==> src/rtl/reaction_delay_timer.sv <==
// Responder half of the start-lights countdown handshake: answers a start_delay
// request with time_out after MIN_DELAY plus a pseudo-random number of ms ticks.
module reaction_delay_timer #(
  parameter int LFSR_W    = 7,
  parameter int MIN_DELAY = 250,
  parameter int CNT_W     = 10
) (
  input  logic              clk,
  input  logic              rst,
  input  logic              tick,
  input  logic              en_fsr,
  input  logic              start_delay,
  output logic              time_out,
  output logic              busy,
  output logic [CNT_W-1:0]  delay_val,
  output logic [LFSR_W-1:0] lfsr_q
);

  typedef enum logic [1:0] {
    IDLE  = 2'd0,
    COUNT = 2'd1,
    DONE  = 2'd2
  } state_t;

  // Fibonacci step for the maximal-length x^7+x^6+1 polynomial.
  function automatic logic [LFSR_W-1:0] lfsr_next(input logic [LFSR_W-1:0] cur);
    return {cur[LFSR_W-2:0], cur[LFSR_W-1] ^ cur[LFSR_W-2]};
  endfunction

  state_t             state_r;
  state_t             state_nxt_s;
  logic [LFSR_W-1:0]  lfsr_r;
  logic [CNT_W-1:0]   elapsed_r;
  logic [CNT_W-1:0]   elapsed_nxt_s;
  logic [CNT_W-1:0]   delay_val_r;
  logic [CNT_W-1:0]   delay_nxt_s;
  logic               time_out_r;
  logic               time_out_nxt_s;
  logic               busy_r;
  logic               busy_nxt_s;
  logic               start_prev_r;
  logic               start_rise_s;

  assign start_rise_s = start_delay & ~start_prev_r;

  // Free-running LFSR and start-edge history, independent of the FSM.
  always_ff @(posedge clk) begin
    if (rst) begin
      lfsr_r       <= {{(LFSR_W-1){1'b0}}, 1'b1};
      start_prev_r <= 1'b1;
    end else begin
      start_prev_r <= start_delay;
      if (en_fsr) begin
        lfsr_r <= lfsr_next(lfsr_r);
      end
    end
  end

  // FSM state and datapath registers.
  always_ff @(posedge clk) begin
    if (rst) begin
      state_r     <= IDLE;
      elapsed_r   <= {CNT_W{1'b0}};
      delay_val_r <= {CNT_W{1'b0}};
      time_out_r  <= 1'b0;
      busy_r      <= 1'b0;
    end else begin
      state_r     <= state_nxt_s;
      elapsed_r   <= elapsed_nxt_s;
      delay_val_r <= delay_nxt_s;
      time_out_r  <= time_out_nxt_s;
      busy_r      <= busy_nxt_s;
    end
  end

  // Next-state and next-register values; abort outranks a same-cycle tick.
  always_comb begin
    state_nxt_s    = state_r;
    elapsed_nxt_s  = elapsed_r;
    delay_nxt_s    = delay_val_r;
    time_out_nxt_s = time_out_r;
    busy_nxt_s     = busy_r;
    case (state_r)
      IDLE: begin
        time_out_nxt_s = 1'b0;
        if (start_rise_s) begin
          delay_nxt_s   = CNT_W'(MIN_DELAY) + CNT_W'(lfsr_r);
          elapsed_nxt_s = {CNT_W{1'b0}};
          busy_nxt_s    = 1'b1;
          state_nxt_s   = COUNT;
        end else begin
          busy_nxt_s    = 1'b0;
          state_nxt_s   = IDLE;
        end
      end
      COUNT: begin
        if (!start_delay) begin
          state_nxt_s    = IDLE;
          elapsed_nxt_s  = {CNT_W{1'b0}};
          time_out_nxt_s = 1'b0;
          busy_nxt_s     = 1'b0;
        end else if (tick) begin
          if (elapsed_r == delay_val_r - CNT_W'(1)) begin
            state_nxt_s    = DONE;
            time_out_nxt_s = 1'b1;
            busy_nxt_s     = 1'b0;
          end else begin
            elapsed_nxt_s  = elapsed_r + CNT_W'(1);
            busy_nxt_s     = 1'b1;
          end
        end else begin
          busy_nxt_s = 1'b1;
        end
      end
      DONE: begin
        busy_nxt_s = 1'b0;
        if (!start_delay) begin
          time_out_nxt_s = 1'b0;
          state_nxt_s    = IDLE;
        end else begin
          time_out_nxt_s = 1'b1;
        end
      end
      default: begin
        state_nxt_s    = IDLE;
        time_out_nxt_s = 1'b0;
        busy_nxt_s     = 1'b0;
      end
    endcase
  end

  assign time_out  = time_out_r;
  assign busy      = busy_r;
  assign delay_val = delay_val_r;
  assign lfsr_q    = lfsr_r;

endmodule

==> config.mk <==
export PLATFORM = sky130hd
export DESIGN_NAME = reaction_delay_timer
export DESIGN_NICKNAME = d
export VERILOG_FILES = /design/src/rtl/reaction_delay_timer.sv
export SDC_FILE = /design/constraint.sdc
export NUM_CORES = 1
export LEC_CHECK = 0
export CORE_MARGIN = 2
export CORE_UTILIZATION = 54
export DETAILED_ROUTE_END_ITERATION = 8
export PLACE_DENSITY = 0.82
export SLEW_MARGIN = 30
export SYNTH_ARGS = -nofsm -noshare
export SYNTH_HDL_FRONTEND = slang
export SYNTH_SLANG_ARGS = --single-unit
export TNS_END_PERCENT = 100
==> constraint.sdc <==
create_clock -name clk -period 3.65 [get_ports clk]
set_clock_uncertainty 0.2 [all_clocks]
set_input_delay 1.095 -clock clk [delete_from_list [all_inputs] [get_ports clk]]
set_output_delay 1.095 -clock clk [all_outputs]
set_load 0.02 [all_outputs]
==> flow_summary.yaml, run 1 <==
placement:
  io_buffers: 22
  place_hpwl_um: 2680
  gp_congestion: 0.839
  dpl-instance-area_sq_um: 2040
detailed_routing:
  firstDrtPassIters: 4
  vias: 1617
  routedWlPerCell_um: 12.9
  detail_route.iter0.violations: 111
  via_per_inst: 5.67
  wl_um: 3670
  drc: 0
  drtAntennaViolNets: 0
die:
  die_w_um: 61.9
  row_count: 21
  fp.coreArea_sq_um: 3280
  ioPinCount: 24
  dieArea_sq_um: 3840
  die_y_um: 61.9
  start_util: 0.552
synth:
  synth_area_per_cell_sq_um: 8.28
  syn-cell-area_sq_um: 1810
  yosys.area.top_type_share: 0.342
  yosys_register_bits: 31
  synth_cells: 219
  synth-main-ff-cell: "dfxtp_1"
  synth_common_cells: "31 x dfxtp_1, 18 x nand2_1, 17 x nor2_1, 14 x a21oi_1, 10 x mux2i_1"
  netlist-cell-type-count: 45
  synthArstFlopShare: 0
  syn_nets: 231
  synthTopCellsByArea: "dfxtp_1 34%, mux2i_1 5.5%, ha_1 4.8%, a21oi_1 3.9%, xor2_1 3.9%"
  synth.largest_area_cell: "dfxtp_1"
  synth_edf_count: 0
  synth-seq-area-share: 0.342
  synth.most_common_cell: "dfxtp_1"
  ys_warn_count: 0
setup_path:
  critical_path.startpoint_type: "flop"
  worst-path-max-fanout: 14
  reg2reg_slack_ns: 0.56
  endpoint: "elapsed_r[5]$_SDFFE_PP0P_"
  r2r-end: "elapsed_r[5]$_SDFFE_PP0P_"
  timing.rr.start: "delay_val[0]$_SDFFE_PP0P_"
  worstPathArrival_ns: 3.14
  r2r_cells: 9
  startpoint: "delay_val[0]$_SDFFE_PP0P_"
  cp_data_required_time_ns: 3.69
  crit_type: "flop to flop"
  endpoint_kind: "flop"
global_route:
  grt.total_usage: 0.223
  grt_start_max_net_pins: 23
  overflow: 0
  antenna_found_initial: 0
  grt_pass1_wl_um: 6490
  grt_pass1_vias: 1433
power:
  p_int_mw: 0.472
  clockPowerShare: 0.303
  ir_worst_vdd_uv: 321
  seq_power_share: 0.535
  p_sw_mw: 0.202
  power.share.combinational: 0.162
  switching_share: 0.300
  powerDensity_nw_per_um2: 321
  leakage_nw: 0.761
layout:
  area_growth_pct: 15.7
  fill_cells: 290
  final_layout_size_suffix_gt1_frac: 0.0711
  design_area_sq_um: 2100
  nets: 250
  num_antenna_cells: 0
clock_network:
  root_buffer: "clkbuf_4"
  htree_levels: 2
  clock-sinks: 31
  numCtsBuffers: 5
  cts_resized: 0
  ctsLongestPathBuffers: 2
  cts_hold_buf: 0
  post_cts_buffers: 0
  cts_tree: "built"
  clk_pin_slew_ns: 0.11
  insertion_delay_ns: 0.34
sta:
  drv_slew: 0
  slew_headroom: 0.540
  tns_ns: 0
  finalHoldViolCount: 0
  hold_ws_ns: 0.270
  min_period_over_period: 0.848
  fin_crit_ns: 3.09
  tightest_slew_ns: 0.686
  setup-violations-final: 0
  rsz0062_at_grt: "no"
  max_freq_ghz: 0.323
outcome:
  status: "finished, final reports clean"
min_path:
  hold_depth: 2
  hold_path_class: "flop to flop"
  min_from: "time_out$_SDFFE_PP0P_"
job:
  drv_cap: 0
==> how the worst min path moves through the flow <==
stage                     slack, ns                   endpoint
after floorplan                0.27  elapsed_r[5]$_SDFFE_PP0P_
after detailed placement       0.26      time_out$_SDFFE_PP0P_
after CTS                      0.27      time_out$_SDFFE_PP0P_
after global routing           0.32  delay_val[0]$_SDFFE_PP0P_
final                          0.27      time_out$_SDFFE_PP0P_
after global placement         0.25      time_out$_SDFFE_PP0P_
==> registers in the layout, indices dropped and copies added, names as in the netlist <==
name	count
time_out	1
busy	1
state_r	2
start_prev_r	1
delay_val	9
lfsr_q	7
elapsed_r	10
==> layer usage <==
metal  part of all wire  track usage  vias to the layer above  routed length [um]
met5                  0            0                        -                   0
met3              0.039       0.0518                        8                 144
met2               0.48        0.351                       33                1760
met1               0.46        0.299                      760                1700
li1                   -            -                      816                   -
met4              0.015       0.0760                        0                  56
==> power groups by stage <==
stage	Clock (mW)	Combinational, mW	Sequential, mW
5_1_grt	0.227	0.123	0.363
3_3_place_gp	0	0.108	0.368
2_1_floorplan	0	0.0716	0.373
3_5_place_dp	0	0.109	0.368
6_report	0.204	0.109	0.360
4_1_cts	0.207	0.110	0.360
==> cells by family after synthesis <==
| group | Yosys count | share of synthesized area |
|---|---|---|
| and+or+nand+nor | 86 | 0.253 |
| DFF | 31 | 0.342 |
| buffers and inverters | 21 | 0.0545 |
| xor gates and xnor gates | 15 | 0.0725 |
| other | 1 | 0.00207 |
| adders and majority gates | 7 | 0.0483 |
| muxes | 10 | 0.0552 |
| AOI/OAI and AO/OA | 48 | 0.173 |
==> worst max-delay path, stage by stage (launching register included) <==
cell and delay (ns):
dfxtp_1 0.42, inv_1 0.11, ha_1 0.34, or3b_2 0.48, o21ai_0 0.17, o31ai_1 0.11
o22ai_2 0.28, nor3_2 0.18, or4_1 0.57, mux2i_1 0.13
==> final cells by class <==
cell class | count | area, sq um | share of cell area
inverter | 9 | 33.8 | 0.0161
clock buffer | 5 | 37.5 | 0.0179
timing repair buffer | 24 | 235 | 0.112
sequential | 31 | 621 | 0.296
multi-input combinational | 167 | 1090 | 0.521
clock inverter | 3 | 20.0 | 0.00954
tap | 46 | 57.6 | 0.0274
==> metrics by stage <==
| stage | setup slack [ns] | util | power, mW | instances |
|---|---|---|---|---|
| floorplan | 0.748 | - | 0.445 | 219 |
| global placement | 0.358 | 0.621 | 0.476 | 277 |
| detailed placement | 0.325 | 0.621 | 0.477 | 277 |
| CTS | 0.568 | 0.639 | 0.677 | 285 |
| global route | 0.335 | 0.639 | 0.712 | 285 |
| finish | 0.555 | 0.639 | 0.674 | 285 |
==> cell usage in the layout (no fill, tap or decap), types with 2 or more instances in the layout <==
| master | count |
|---|---|
| o31ai_1 | 5 |
| xor2_1 | 8 |
| buf_4 | 2 |
| or2_2 | 2 |
| dfxtp_1 | 31 |
| nand3_1 | 9 |
| a21oi_1 | 14 |
| o21a_1 | 2 |
| nor2_1 | 17 |
| clkinvlp_4 | 2 |
| o21ai_0 | 9 |
| mux2i_1 | 10 |
| a211oi_1 | 5 |
| inv_1 | 9 |
| clkbuf_4 | 5 |
| nand2b_1 | 8 |
| or4_1 | 9 |
| and2_1 | 2 |
| nor4_1 | 2 |
| xnor2_1 | 7 |
| clkdlybuf4s50_1 | 22 |
| ha_1 | 7 |
| nor2b_1 | 3 |
| nand2_1 | 18 |
| nor3_1 | 8 |
| a31oi_1 | 3 |
(Power assumes the default switching activity.)
==> run 2, diff against run 1 <==
- clock period: 3.65 -> 3.18 ns (I/O delays scaled with it)
==> run 2 against run 1 <==
  * Non-clock buffer count increased by 4
  * Flip-flop and latch count unchanged
  * Utilization increased by 0.99 points
  * First-iteration DRC count decreased by 19%
  * Worst hold slack got worse by 0.0064 ns
  * Sequential power increased by 14%
  * Largest power group unchanged
==> flow_summary.yaml, run 2 (synthesized netlist as in run 1, its figures left out) <==
outcome:
  status: "finished, final reports clean"
detailed_routing:
  vias: 1633
  firstDrtPassIters: 5
  via_per_inst: 5.65
  drc: 0
  detail_route.iter0.violations: 90
  routedWlPerCell_um: 13.2
  wl_um: 3820
  drtAntennaViolNets: 0
power:
  power.share.combinational: 0.175
  seq_power_share: 0.531
  leakage_nw: 0.797
  powerDensity_nw_per_um2: 363
  ir_worst_vdd_uv: 304
  p_int_mw: 0.546
  switching_share: 0.295
  p_sw_mw: 0.229
  clockPowerShare: 0.294
layout:
  fill_cells: 279
  final_cells: 289
  design_area_sq_um: 2130
  num_antenna_cells: 0
  final_cell_mix: "31 x dfxtp_1, 22 x clkdlybuf4s50_1, 18 x nand2_1"
  largest_register: "elapsed_r"
  layout_commonest_cell: "dfxtp_1"
  final_layout_size_suffix_gt1_frac: 0.0823
  nets: 254
  area_growth_pct: 17.5
  largest_reg_flops: 10
setup_path:
  reg2reg_slack_ns: 0.35
  endpoint_kind: "flop"
  r2r-end: "state_r[0]$_SDFFE_PP0P_"
  crit_path_max_incr_delay_ns: 0.69
  worstPathArrival_ns: 2.87
  path_delay_family: "simple AND/OR/NAND/NOR gates"
  critical_path_buf_inv_count: 0
  r2r_cells: 6
  timing.rr.start: "delay_val[2]$_SDFFE_PP0P_"
  worst-path-max-fanout: 9
  critical_path.startpoint_type: "flop"
  slowest_stage: "or4_1"
  cp_data_required_time_ns: 3.22
  worstPathCellList: "nor4_2 -> a31oi_1 -> or4_1 -> o311ai_0 -> a21oi_1 -> o21ba_2"
  crit_type: "flop to flop"
sta:
  tightest_slew_ns: 0.665
  finalHoldViolCount: 0
  rsz0062_at_grt: "no"
  drv_slew: 0
  max_freq_ghz: 0.353
  tns_ns: 0
  fin_crit_ns: 2.83
  slew_headroom: 0.552
  hold_ws_ns: 0.264
  min_period_over_period: 0.890
  fin_ws_ns: 0.350
  setup-violations-final: 0
die:
  start_util: 0.552
  row_count: 21
  ioPinCount: 24
  fp.coreArea_sq_um: 3280
  die_w_um: 61.9
  dieArea_sq_um: 3840
  die_y_um: 61.9
global_route:
  overflow: 0
  grt_start_max_net_pins: 20
  grt_pass1_vias: 1449
  antenna_found_initial: 0
  grt.total_usage: 0.228
  grt_pass1_wl_um: 6440
clock_network:
  clk_pin_slew_ns: 0.10
  cts_hold_buf: 0
  htree_levels: 2
  cts_resized: 0
  numCtsBuffers: 5
  cts_tree: "built"
  root_buffer: "clkbuf_4"
  clock-sinks: 31
  ctsLongestPathBuffers: 2
  insertion_delay_ns: 0.34
  post_cts_buffers: 0
min_path:
  hold_depth: 2
  hold_path_class: "flop to flop"
  min_to: "time_out$_SDFFE_PP0P_"
  min_from: "time_out$_SDFFE_PP0P_"
job:
  drv_cap: 0
placement:
  dpl-instance-area_sq_um: 2070
  placedCellCount: 281
  gp_congestion: 0.775
  io_buffers: 22
  place_hpwl_um: 2800
  place_ws_ns: 0.0900
## run 2: changes by cell type in the layout (fill, tap and decap cells not counted), sizes merged
| cell | change |
|---|---|
| clkinvlp | -1 |
| buf | +4 |
| clkbuf | +1 |
## run 2: cell type report
| type | instances | area [sq um] | area share |
|---|---|---|---|
| Clock buffer | 6 | 41.3 | 0.0194 |
| Clock inverter | 2 | 12.5 | 0.00587 |
| Inverter | 9 | 33.8 | 0.0159 |
| Multi-Input combinational cell | 167 | 1100 | 0.516 |
| Sequential cell | 31 | 621 | 0.291 |
| Tap cell | 46 | 57.6 | 0.0270 |
| Timing Repair Buffer | 28 | 265 | 0.124 |
## run 2: worst max-delay path by stage
stage | endpoint | cells past startpoint | start | slack [ns]
2_1_floorplan | elapsed_r[2]$_SDFFE_PP0P_ | 12 | delay_val[0]$_SDFFE_PP0P_ | 0.28
3_3_place_gp | elapsed_r[5]$_SDFFE_PP0P_ | 6 | start_delay | 0.14
3_5_place_dp | elapsed_r[5]$_SDFFE_PP0P_ | 6 | start_delay | 0.09
4_1_cts | elapsed_r[5]$_SDFFE_PP0P_ | 6 | delay_val[2]$_SDFFE_PP0P_ | 0.19
5_1_grt | elapsed_r[5]$_SDFFE_PP0P_ | 7 | delay_val[3]$_SDFFE_PP0P_ | 0.16
6_report | state_r[0]$_SDFFE_PP0P_ | 6 | delay_val[2]$_SDFFE_PP0P_ | 0.35
## run 2: routing by layer
metal | global-route usage | part of all wire | up-vias
met5 | 0 | 0 | -
met4 | 0.0760 | 0.025 | 0
met3 | 0.0704 | 0.059 | 10
met2 | 0.369 | 0.47 | 55
met1 | 0.289 | 0.44 | 742
li1 | - | - | 826
## run 2: power groups by stage
stage / clock (mW) / combinational [mW] / sequential, mW
4_1_cts: 0.231 / 0.134 / 0.411
6_report: 0.228 / 0.135 / 0.411
5_1_grt: 0.255 / 0.150 / 0.413
2_1_floorplan: 0 / 0.0822 / 0.428
3_5_place_dp: 0 / 0.133 / 0.420
3_3_place_gp: 0 / 0.130 / 0.420
## run 2: worst min-delay path: stages, from the launching register on
cell     delay (ns)
dfxtp_1        0.32
nand2_1        0.05
mux2i_1        0.05
## run 2: stage by stage
stage / utilization / total power, mW
5_1_grt: 0.649 / 0.818
6_report: 0.649 / 0.774
4_1_cts: 0.647 / 0.776
3_5_place_dp: 0.630 / 0.553
2_1_floorplan: - / 0.510
3_3_place_gp: 0.630 / 0.550
